## src/rtl/fifo_wr_ctrl.sv

```systemverilog
// fifo_wr_ctrl: write-side controller of an asynchronous FIFO.
// Accepts pushes in the wclk domain and drives the BRAM write port.
// It keeps binary and Gray write pointers and brings the read-domain Gray
// pointer into wclk through a two-flop synchronizer. From these it derives
// registered full, almost-full and writer-view occupancy.
// The optional overflow counter (ovf_cnt/ovf_clr) is enabled by defining
// FIFO_WR_OVF_CNT_EN.
//
// Handshake: a push is accepted on a wclk edge when push=1 and full=0. The
// word is written to the BRAM on that same edge. A push while full is dropped.
module fifo_wr_ctrl #(
    parameter int DEPTH    = 16,
    parameter int DWIDTH   = 32,
    parameter int AFULL_TH = 14,
    localparam int AWIDTH  = $clog2(DEPTH),
    localparam int PW      = AWIDTH + 1
) (
    input  logic              wclk,
    input  logic              arst,
    input  logic              push,
    input  logic [DWIDTH-1:0] push_data,
    output logic              full,
    output logic              afull,
    output logic [PW-1:0]     wr_cnt,
    input  logic [PW-1:0]     rptr_gray,
    output logic [PW-1:0]     wptr_gray,
`ifdef FIFO_WR_OVF_CNT_EN
    input  logic              ovf_clr,
    output logic [7:0]        ovf_cnt,
`endif
    output logic              mem_wen,
    output logic [AWIDTH-1:0] mem_waddr,
    output logic [DWIDTH-1:0] mem_wdata
);

    logic [PW-1:0] wbin_q, wbin_d;
    logic [PW-1:0] wgray_q, wgray_d;
    logic [PW-1:0] rq1_q, rq2_q;
    logic [PW-1:0] rbin_s;
    logic [PW-1:0] cnt_d;
    logic [PW-1:0] wr_cnt_q;
    logic          full_q, full_d;
    logic          afull_q, afull_d;
    logic          accept;

    // Reset also masks the BRAM write, so a push in flight during reset is dropped.
    assign accept = push & ~full_q & ~arst;

    // Next pointers, synchronized read pointer in binary, and the status terms.
    always_comb begin
        wbin_d  = wbin_q + {{(PW-1){1'b0}}, accept};
        wgray_d = wbin_d ^ (wbin_d >> 1);
        rbin_s  = '0;
        for (int i = 0; i < PW; i++) begin
            rbin_s[i] = ^(rq2_q >> i);
        end
        cnt_d   = wbin_d - rbin_s;
        // Full when the write pointer is exactly one lap (DEPTH) ahead of the read pointer.
        full_d  = (wgray_d == {~rq2_q[PW-1:PW-2], rq2_q[PW-3:0]});
        afull_d = (cnt_d >= PW'(AFULL_TH));
    end

    // Write pointer registers, binary for addressing and Gray for the read domain.
    always_ff @(posedge wclk or posedge arst) begin
        if (arst) begin
            wbin_q  <= '0;
            wgray_q <= '0;
        end else begin
            wbin_q  <= wbin_d;
            wgray_q <= wgray_d;
        end
    end

    // Two-flop synchronizer for the read-domain Gray pointer.
    always_ff @(posedge wclk or posedge arst) begin
        if (arst) begin
            rq1_q <= '0;
            rq2_q <= '0;
        end else begin
            rq1_q <= rptr_gray;
            rq2_q <= rq1_q;
        end
    end

    // Registered status. Read-side advances show up here only after the sync delay.
    always_ff @(posedge wclk or posedge arst) begin
        if (arst) begin
            full_q   <= 1'b0;
            afull_q  <= 1'b0;
            wr_cnt_q <= '0;
        end else begin
            full_q   <= full_d;
            afull_q  <= afull_d;
            wr_cnt_q <= cnt_d;
        end
    end

`ifdef FIFO_WR_OVF_CNT_EN
    logic [7:0] ovf_cnt_q;

    // Count dropped pushes and saturate at 255. A clear takes priority over the increment.
    always_ff @(posedge wclk or posedge arst) begin
        if (arst) begin
            ovf_cnt_q <= '0;
        end else if (ovf_clr) begin
            ovf_cnt_q <= '0;
        end else if (push && full_q && (ovf_cnt_q != 8'hFF)) begin
            ovf_cnt_q <= ovf_cnt_q + 8'd1;
        end
    end

    assign ovf_cnt = ovf_cnt_q;
`endif

    assign full      = full_q;
    assign afull     = afull_q;
    assign wr_cnt    = wr_cnt_q;
    assign wptr_gray = wgray_q;
    assign mem_wen   = accept;
    assign mem_waddr = wbin_q[AWIDTH-1:0];
    assign mem_wdata = push_data;

endmodule

```

## config.mk

```make
export PLATFORM = sky130hd
export DESIGN_NAME = fifo_wr_ctrl
export DESIGN_NICKNAME = d
export VERILOG_FILES = /design/src/rtl/fifo_wr_ctrl.sv
export SDC_FILE = /design/constraint.sdc
export NUM_CORES = 1
export LEC_CHECK = 0
export ABC_AREA = 1
export CAP_MARGIN = 20
export CORE_UTILIZATION = 40
export DETAILED_ROUTE_END_ITERATION = 12
export PLACE_DENSITY = 0.86
export SYNTH_ARGS = -nofsm -noshare
export SYNTH_HDL_FRONTEND = slang
export SYNTH_SLANG_ARGS = --single-unit
```

## constraint.sdc

```tcl
create_clock -name wclk -period 6.5 [get_ports wclk]
set_input_delay 1.3 -clock wclk [delete_from_list [all_inputs] [get_ports wclk]]
set_output_delay 1.3 -clock wclk [all_outputs]
set_load 0.01 [all_outputs]
```

# Word level (Yosys, flattened, before mapping)
# Cells that the tools add are included.
word_totals:
  reg_bits: 27
  input_bits: 40
  out_inout_bits: 49
classes:
  addsub: 2
  n_lt_le_gt_ge: 1
  n_eq_ne: 1
  bitwise: 6
  reduce_logical: 5
op_table:
  columns: ["operator", "n"]
  rows:
  - ["$reduce_xor A5 Y1", 5]
  - ["$add A5 B1 Y5", 1]
  - ["$eq A5 B5 Y1", 1]
  - ["$ge A5 B4 Y1 const B", 1]
  - ["$sub A5 B5 Y5", 1]
  - ["$xor A5 B4 Y5", 1]
  - ["$and A1 B1 Y1", 2]
  - ["$not A1 Y1", 2]
  - ["$not A2 Y2", 1]

# Depth between registers and ports, before layout
# Gate-level depths: netlist of run 1.
depth:
  ltp_word: 6
  depth_mapped: 14
  depth_no_buf: 14

# Worst setup path after synthesis of run 1
# No wires, ideal clock.
synth_timing:
  kind: "input to register"
  start: "input port arst"
  end: "register afull_q (netlist: afull)"
  arrival_time_ps: 3742
  required_ps: 6378
  slack_ps: 2636
  path_stages: 14
  path_buffers: 0
  path_cell_list: "inv_1 -> nand2_1 -> nor2_1 -> ha_1 -> ha_1 -> inv_1 -> nand2_1 -> nand2_2 -> ha_1 -> nand2_1 -> nor2_1 -> a211oi_1 -> or2_4 -> nand3_2"
synth_via:
  elab_chain_len: 5
synth_lines:
  columns: ["item", "line", "source"]
  rows:
  - ["from (decl)", "19", "input logic arst,"]
  - ["$not A1 Y1", "47", "assign accept = push & ~full_q & ~arst;"]
  - ["$and A1 B1 Y1", "47", null]
  - ["named net mem_wen", "31", "output logic mem_wen,"]
  - ["$add A5 B1 Y5", "51", "wbin_d = wbin_q + {{(PW-1){1'b0}}, accept};"]
  - ["named net wbin_d[2]", "36", "logic [PW-1:0] wbin_q, wbin_d;"]
  - ["$sub A5 B5 Y5", "57", "cnt_d = wbin_d - rbin_s;"]
  - ["$ge A5 B4 Y1", "60", "afull_d = (cnt_d >= PW'(AFULL_TH));"]
  - ["named net afull_d", "43", "logic afull_q, afull_d;"]
  - ["to (signal assigned)", "93", "afull_q <= afull_d;"]
  - ["to (decl)", "43", null]
# The timed path passes the listed nets, and every way through them passes these cells.

# Worst setup path after layout of run 1
layout_timing:
  start: "input port arst"
  end: "output port mem_wen"
layout_via:
  elab_chain_len: 2
layout_lines:
  columns: ["item", "line"]
  rows:
  - ["$not A1 Y1", "47"]
  - ["$and A1 B1 Y1", "47"]
  - ["to (decl)", "31"]
# No other way between the ends.

==> run_results.csv, run 1 <==
group,metric,value,unit
outcome,outcome,"complete, no violations",
critical_path,crit_arrival,2.83,ns
clocking,ctsRootBufferMaster,"clkbuf_4",
synth,ys_ff_latch,26,
timing,clock_skew,0.00443,ns
floorplanning,io_pins,89,
timing,setup_ws,2.37,ns
cells_and_area,syn_to_final_growth,5.25,%
timing,slew_headroom,79.1,%
synth,synthDistinctLibCells,22,
grt,grt_use_total,11.6,%
synth,synth_area_per_cell,9.39,sq um
grt,overflow,0,
critical_path,reg2reg_slack,4.13,ns
timing,drv_slew,0,
grt,first_global_vias,796,
power,total_power,666,uW
timing,tns,0,ns
timing,timing_hold_violations_final,0,
critical_path,cp_max_fo,27,
placement,place_ws,2.33,ns
cells_and_area,final_layout_size_suffix_gt1_share,10.0,%
floorplanning,die_area,0.00388,sq mm
power,ir_worst_vdd,0.000147,V
critical_path,cpMostUsedCell,"clkdlybuf4s50_1",
drt,dr.pass1.iters,4,
timing,worst_pin_slew,0.313,ns
placement,place_congestion,0.812,
critical_path,end_kind,"primary output",
synth,synth.net_count,202,
timing,finalCritPeriodShare,63.6,%
timing,min_period,4.13,ns
synth,syn-instance-count,155,
clocking,clk_pin_slew,0.12,ns
critical_path,cp-start-kind,"primary input",
critical_path,critical_path_class,"in -> out",
drt,wl_met2,959,um
critical_path,crit_required,5.20,ns
critical_path,max_stage_delay,0.57,ns
drt,antenna_left,0,
timing,setup_viol,0,
drt,topRoutingLayerUsed,"met4",
clocking,cts_setup_buffers,0,
cells_and_area,antenna_cells,0,
flow_run,drv_cap,0,
drt,wirelength,2090,um
drt,drtIter0Drc,40,
clocking,numCtsBuffers,3,
synth,syn-cell-area,0.00146,sq mm
floorplanning,rows,21,
drt,wl_met1,903,um
drt,wl_met3,173,um
clocking,clock_latency,0.31,ns
drt,drcViolationCount,0,
hold_path,hold_path.class,"reg -> reg",
clocking,cts_tree,"yes",
timing,grt_setup_unrepaired,"no",
floorplanning,die-height,62.3,um
drt,wire_per_inst,10.6,um
grt,grt_max_degree,28,
power,cellPowerDensity,435,mW/mm^2
timing,max_freq,0.242,GHz
power,cellLeakagePower,0.000758,uW
drt,vias_per_cell,4.46,
cells_and_area,final_nets,199,
clocking,htreeDepth,1,
clocking,clockBufferDepth,2,
clocking,cts_sinks,26,
placement,hpwl,1630,um
floorplanning,die_x,62.3,um
grt,grt_pass1_wl,3510,um
critical_path,worstPathCellList,"clkdlybuf4s50_1, inv_1, buf_4, nand2_1, nor2_1, clkdlybuf4s50_1",
floorplanning,start_util,42.6,%
placement,portBuffers,24,
critical_path,slowest_stage,"clkdlybuf4s50_1",
synth,yosysWarnings,0,
synth,seq_area_frac_synth,44.7,%
grt,grt_antenna_before_repair,0,
clocking,postCtsHoldBufs,0,
floorplanning,fp.coreArea,0.00342,sq mm
drt,vias,874,
clocking,cts_resized,0,
## through the flow
stage | instances | hold WS (ns) | area [sq um] | util (%)
2_1_floorplan | 155 | 0.331 | 1460 | -
5_1_grt | 196 | 0.378 | 1530 | 44.8
4_1_cts | 196 | 0.367 | 1530 | 44.8
6_report | 196 | 0.363 | 1530 | 44.8
3_3_place_gp | 193 | 0.333 | 1510 | 44.2
3_5_place_dp | 193 | 0.337 | 1510 | 44.2
## kinds of logic after synthesis
group                    synth area share (%)
adder cells (fa/ha/maj)                  6.53
flip-flops                               44.7
XOR/XNOR                                 6.02
AO/OA/AOI/OAI                            1.20
AND/OR/NAND/NOR                          19.9
buffers and inverters                    21.7
## area by class of cell
type / count / area (sq um)
clock buffer: 3 / 22.5
fill: 337 / 1880
inverter: 17 / 63.8
multi-input combinational: 79 / 489
sequential: 26 / 651
tap: 46 / 57.6
timing repair buffer: 25 / 248
## worst max-delay path: cells and delay by family
| kind | cells | cell delay [ns] |
|---|---|---|
| buffers and inverters | 4 | 1.31 |
| AND/OR/NAND/NOR | 2 | 0.22 |
## metal layers
metal  vias up  GRT usage (%)
li1        434              -
met1       393           14.0
met2        38           18.5
met3         9           2.76
met4         0           7.27
met5         -              0
## state kept, by name (all words and copies together), names as in the netlist
signal and cells:
afull 1, full 1, rq1_q 5, rq2_q 5, wbin_q 5, wptr_gray 4, wr_cnt 5
## report_power, final
group,total (uW),internal [uW],switching (uW)
Combinational,357,170,187
Clock,64.5,21.7,42.8
Sequential,245,214,30.8
Total,666,405,261
## synthesized netlist by cell type
cell type | n | area, sq um
nand3_1 | 8 | 40.0
and2_4 | 1 | 8.76
a211oi_1 | 1 | 7.51
xor2_2 | 1 | 16.3
nand3b_1 | 1 | 7.51
o21ai_0 | 1 | 5.00
inv_1 | 17 | 63.8
buf_4 | 32 | 240
ha_1 | 6 | 75.1
nand4_1 | 3 | 18.8
nand3_2 | 2 | 20.0
xor2_4 | 1 | 27.5
or2_4 | 1 | 8.76
a21oi_1 | 1 | 5.00
fa_1 | 1 | 20.0
xnor2_1 | 1 | 8.76
buf_6 | 1 | 11.3
xor2_1 | 4 | 35.0
nand2_1 | 37 | 139
nor2_1 | 4 | 15.0
dfrtp_1 | 26 | 651
nand2_2 | 5 | 31.3
## final timing paths
check,start,to,cells past startpoint
max,arst,mem_wen,6
min,rq1_q[3],rq2_q[3],0
max reg2reg,full,afull,12
min reg2reg,rq1_q[3],rq2_q[3],0
max in group asynchronous,arst,wr_cnt[3],3
min in group asynchronous,arst,rq2_q[2],3
## placed cells by master (no fill, tap or decap), drive strengths merged
cell / n
nand3: 10
clkdlybuf4s50: 24
a211oi: 1
nand4: 3
nand3b: 1
buf: 1
nand2: 42
nor2: 4
fa: 1
dfrtp: 26
clkbuf: 3
xnor2: 1
a21oi: 1
ha: 6
o21ai: 1
xor2: 6
inv: 17
and2: 1
or2: 1
(Power assumes the default switching activity.)
==> inputs of run 2 (changes only) <==
Settings changed: CORE_UTILIZATION 40 to 33, PLACE_DENSITY 0.86 to 0.76.
Clock period 6.5 ns to 3.8 ns, I/O delays scaled along.
==> run_results.csv, run 2 (same netlist as run 1, synthesis figures left out) <==
group,metric,value,unit
drt,wirelength,2190,um
floorplanning,die-height,68.4,um
cells_and_area,final_layout_size_suffix_gt1_share,10.6,%
drt,wl_met2,1040,um
timing,min_period,2.97,ns
cells_and_area,antenna_cells,0,
timing,finalCritPeriodShare,78.1,%
critical_path,critical_path_class,"in -> reg",
drt,wl_met3,156,um
clocking,cts_resized,0,
placement,dp_cells,197,
cells_and_area,fill_cells,410,
timing,max_freq,0.337,GHz
power,swShare,36.5,%
critical_path,crit_required,3.96,ns
power,ir_worst_vdd,0.000454,V
clocking,clock_latency,0.26,ns
critical_path,crit_arrival,3.13,ns
drt,wl_met1,982,um
timing,worst_pin_slew,0.322,ns
floorplanning,start_util,35.4,%
drt,antenna_left,0,
cells_and_area,syn_to_final_growth,8.94,%
clocking,htreeDepth,1,
power,pwr-share-comb,48.9,%
drt,drcViolationCount,0,
flow_run,drv_cap,0,
hold_path,hold_path.class,"reg -> reg",
power,cellLeakagePower,0.000780,uW
timing,grt_setup_unrepaired,"no",
grt,grt_max_degree,27,
clocking,numCtsBuffers,3,
timing,timing_hold_violations_final,0,
drt,dr.pass1.iters,4,
critical_path,cp-start-kind,"primary input",
clocking,clockBufferDepth,2,
floorplanning,rows,23,
power,internal_power,798,uW
drt,topRoutingLayerUsed,"met4",
placement,portBuffers,24,
critical_path,cp_max_fo,5,
clocking,ctsRootBufferMaster,"clkbuf_8",
placement,hpwl,1720,um
floorplanning,die_x,68.4,um
power,cellPowerDensity,793,mW/mm^2
floorplanning,die_area,0.00468,sq mm
timing,setup_viol,0,
cells_and_area,fin_cells,201,
timing,slew_headroom,78.5,%
grt,first_global_vias,848,
drt,wire_per_inst,10.9,um
cells_and_area,mostFrequentLayoutCell,"nand2_1",
outcome,outcome,"complete, no violations",
clocking,cts_tree,"yes",
clocking,cts_setup_buffers,0,
drt,vias,873,
timing,clock_skew,0.00134,ns
critical_path,end_kind,"flop",
power,p_clk_share,17.7,%
floorplanning,fp.coreArea,0.00412,sq mm
drt,drtIter0Drc,29,
placement,place_congestion,0.847,
cells_and_area,final_cell_mix,"nand2_1 (37), dfrtp_1 (26), clkdlybuf4s50_1 (24), inv_1 (17), nand3_1 (8)",
timing,tns,0,ns
grt,overflow,0,
timing,drv_slew,0,
grt,grt_antenna_before_repair,0,
grt,grt_pass1_wl,3660,um
clocking,clk_pin_slew,0.08,ns
cells_and_area,final_nets,199,
clocking,cts_sinks,26,
clocking,postCtsHoldBufs,0,
drt,vias_per_cell,4.34,
floorplanning,io_pins,89,
grt,grt_use_total,10.7,%
power,net-switching-power,459,uW
power,power_frac_seq,33.4,%
==> run 2: changes by cell type in the layout (fill, tap and decap cells not counted), sizes merged <==
cell,before,now
bufinv,0,1
==> run 2: final timing paths <==
check,from,to,slack (ns),cells past startpoint
max in group asynchronous,arst,wbin_q[2],2.66,3
hold reg to reg,rq1_q[0],rq2_q[0],0.35,0
setup reg to reg,full,afull,1.46,12
min in group asynchronous,arst,full,0.90,3
hold / removal,rq1_q[0],rq2_q[0],0.35,0
setup / recovery,arst,afull,0.83,15
==> run 2: power groups by stage <==
stage                     Clock [uW]  Sequential (uW)  Combinational (uW)
final                            222              419                 615
after global routing             239              434                 689
after CTS                        232              420                 621
after detailed placement           0              424                 618
after global placement             0              425                 607
after floorplan                    0              454                 386
==> run 2: critical path: stages <==
cell and delay, ns:
clkdlybuf4s50_1 0.40, inv_1 0.08, nand2_1 0.05, nor2_1 0.13, ha_1 0.23, ha_1 0.27
inv_1 0.08, nand2_1 0.09, nand2_2 0.09, ha_1 0.36, a21oi_1 0.16, o21ai_0 0.11
xor2_1 0.16, nand3_1 0.09, nand3_2 0.05
==> run 2: final cells by class <==
cell class	count	area, sq um	share of cell area (%)
inverters	17	63.8	4.03
flip-flops and latches	26	651	41.0
repair buffers	25	248	15.6
well taps	50	62.6	3.95
clock inverters	1	30.0	1.89
clock buffers	3	41.3	2.60
multi-input cells	79	489	30.9
==> run 2: through the flow <==
step                      area, sq um  hold WS, ns  total power [uW]  utilization, %  setup WS [ns]
after floorplan                  1460        0.331               839               -          0.476
after global placement           1510        0.332              1030            36.8          0.604
after detailed placement         1510        0.335              1040            36.8          0.565
after CTS                        1590        0.356              1270            38.5          0.834
after global routing             1590        0.367              1360            38.5          0.571
final                            1590        0.353              1260            38.5          0.831
==> run 2: metal layers <==
layer | track usage (%) | up-vias
met5 | 0 | -
met1 | 12.9 | 392
li1 | - | 440
met4 | 2.34 | 0
met2 | 17.6 | 37
met3 | 4.33 | 4
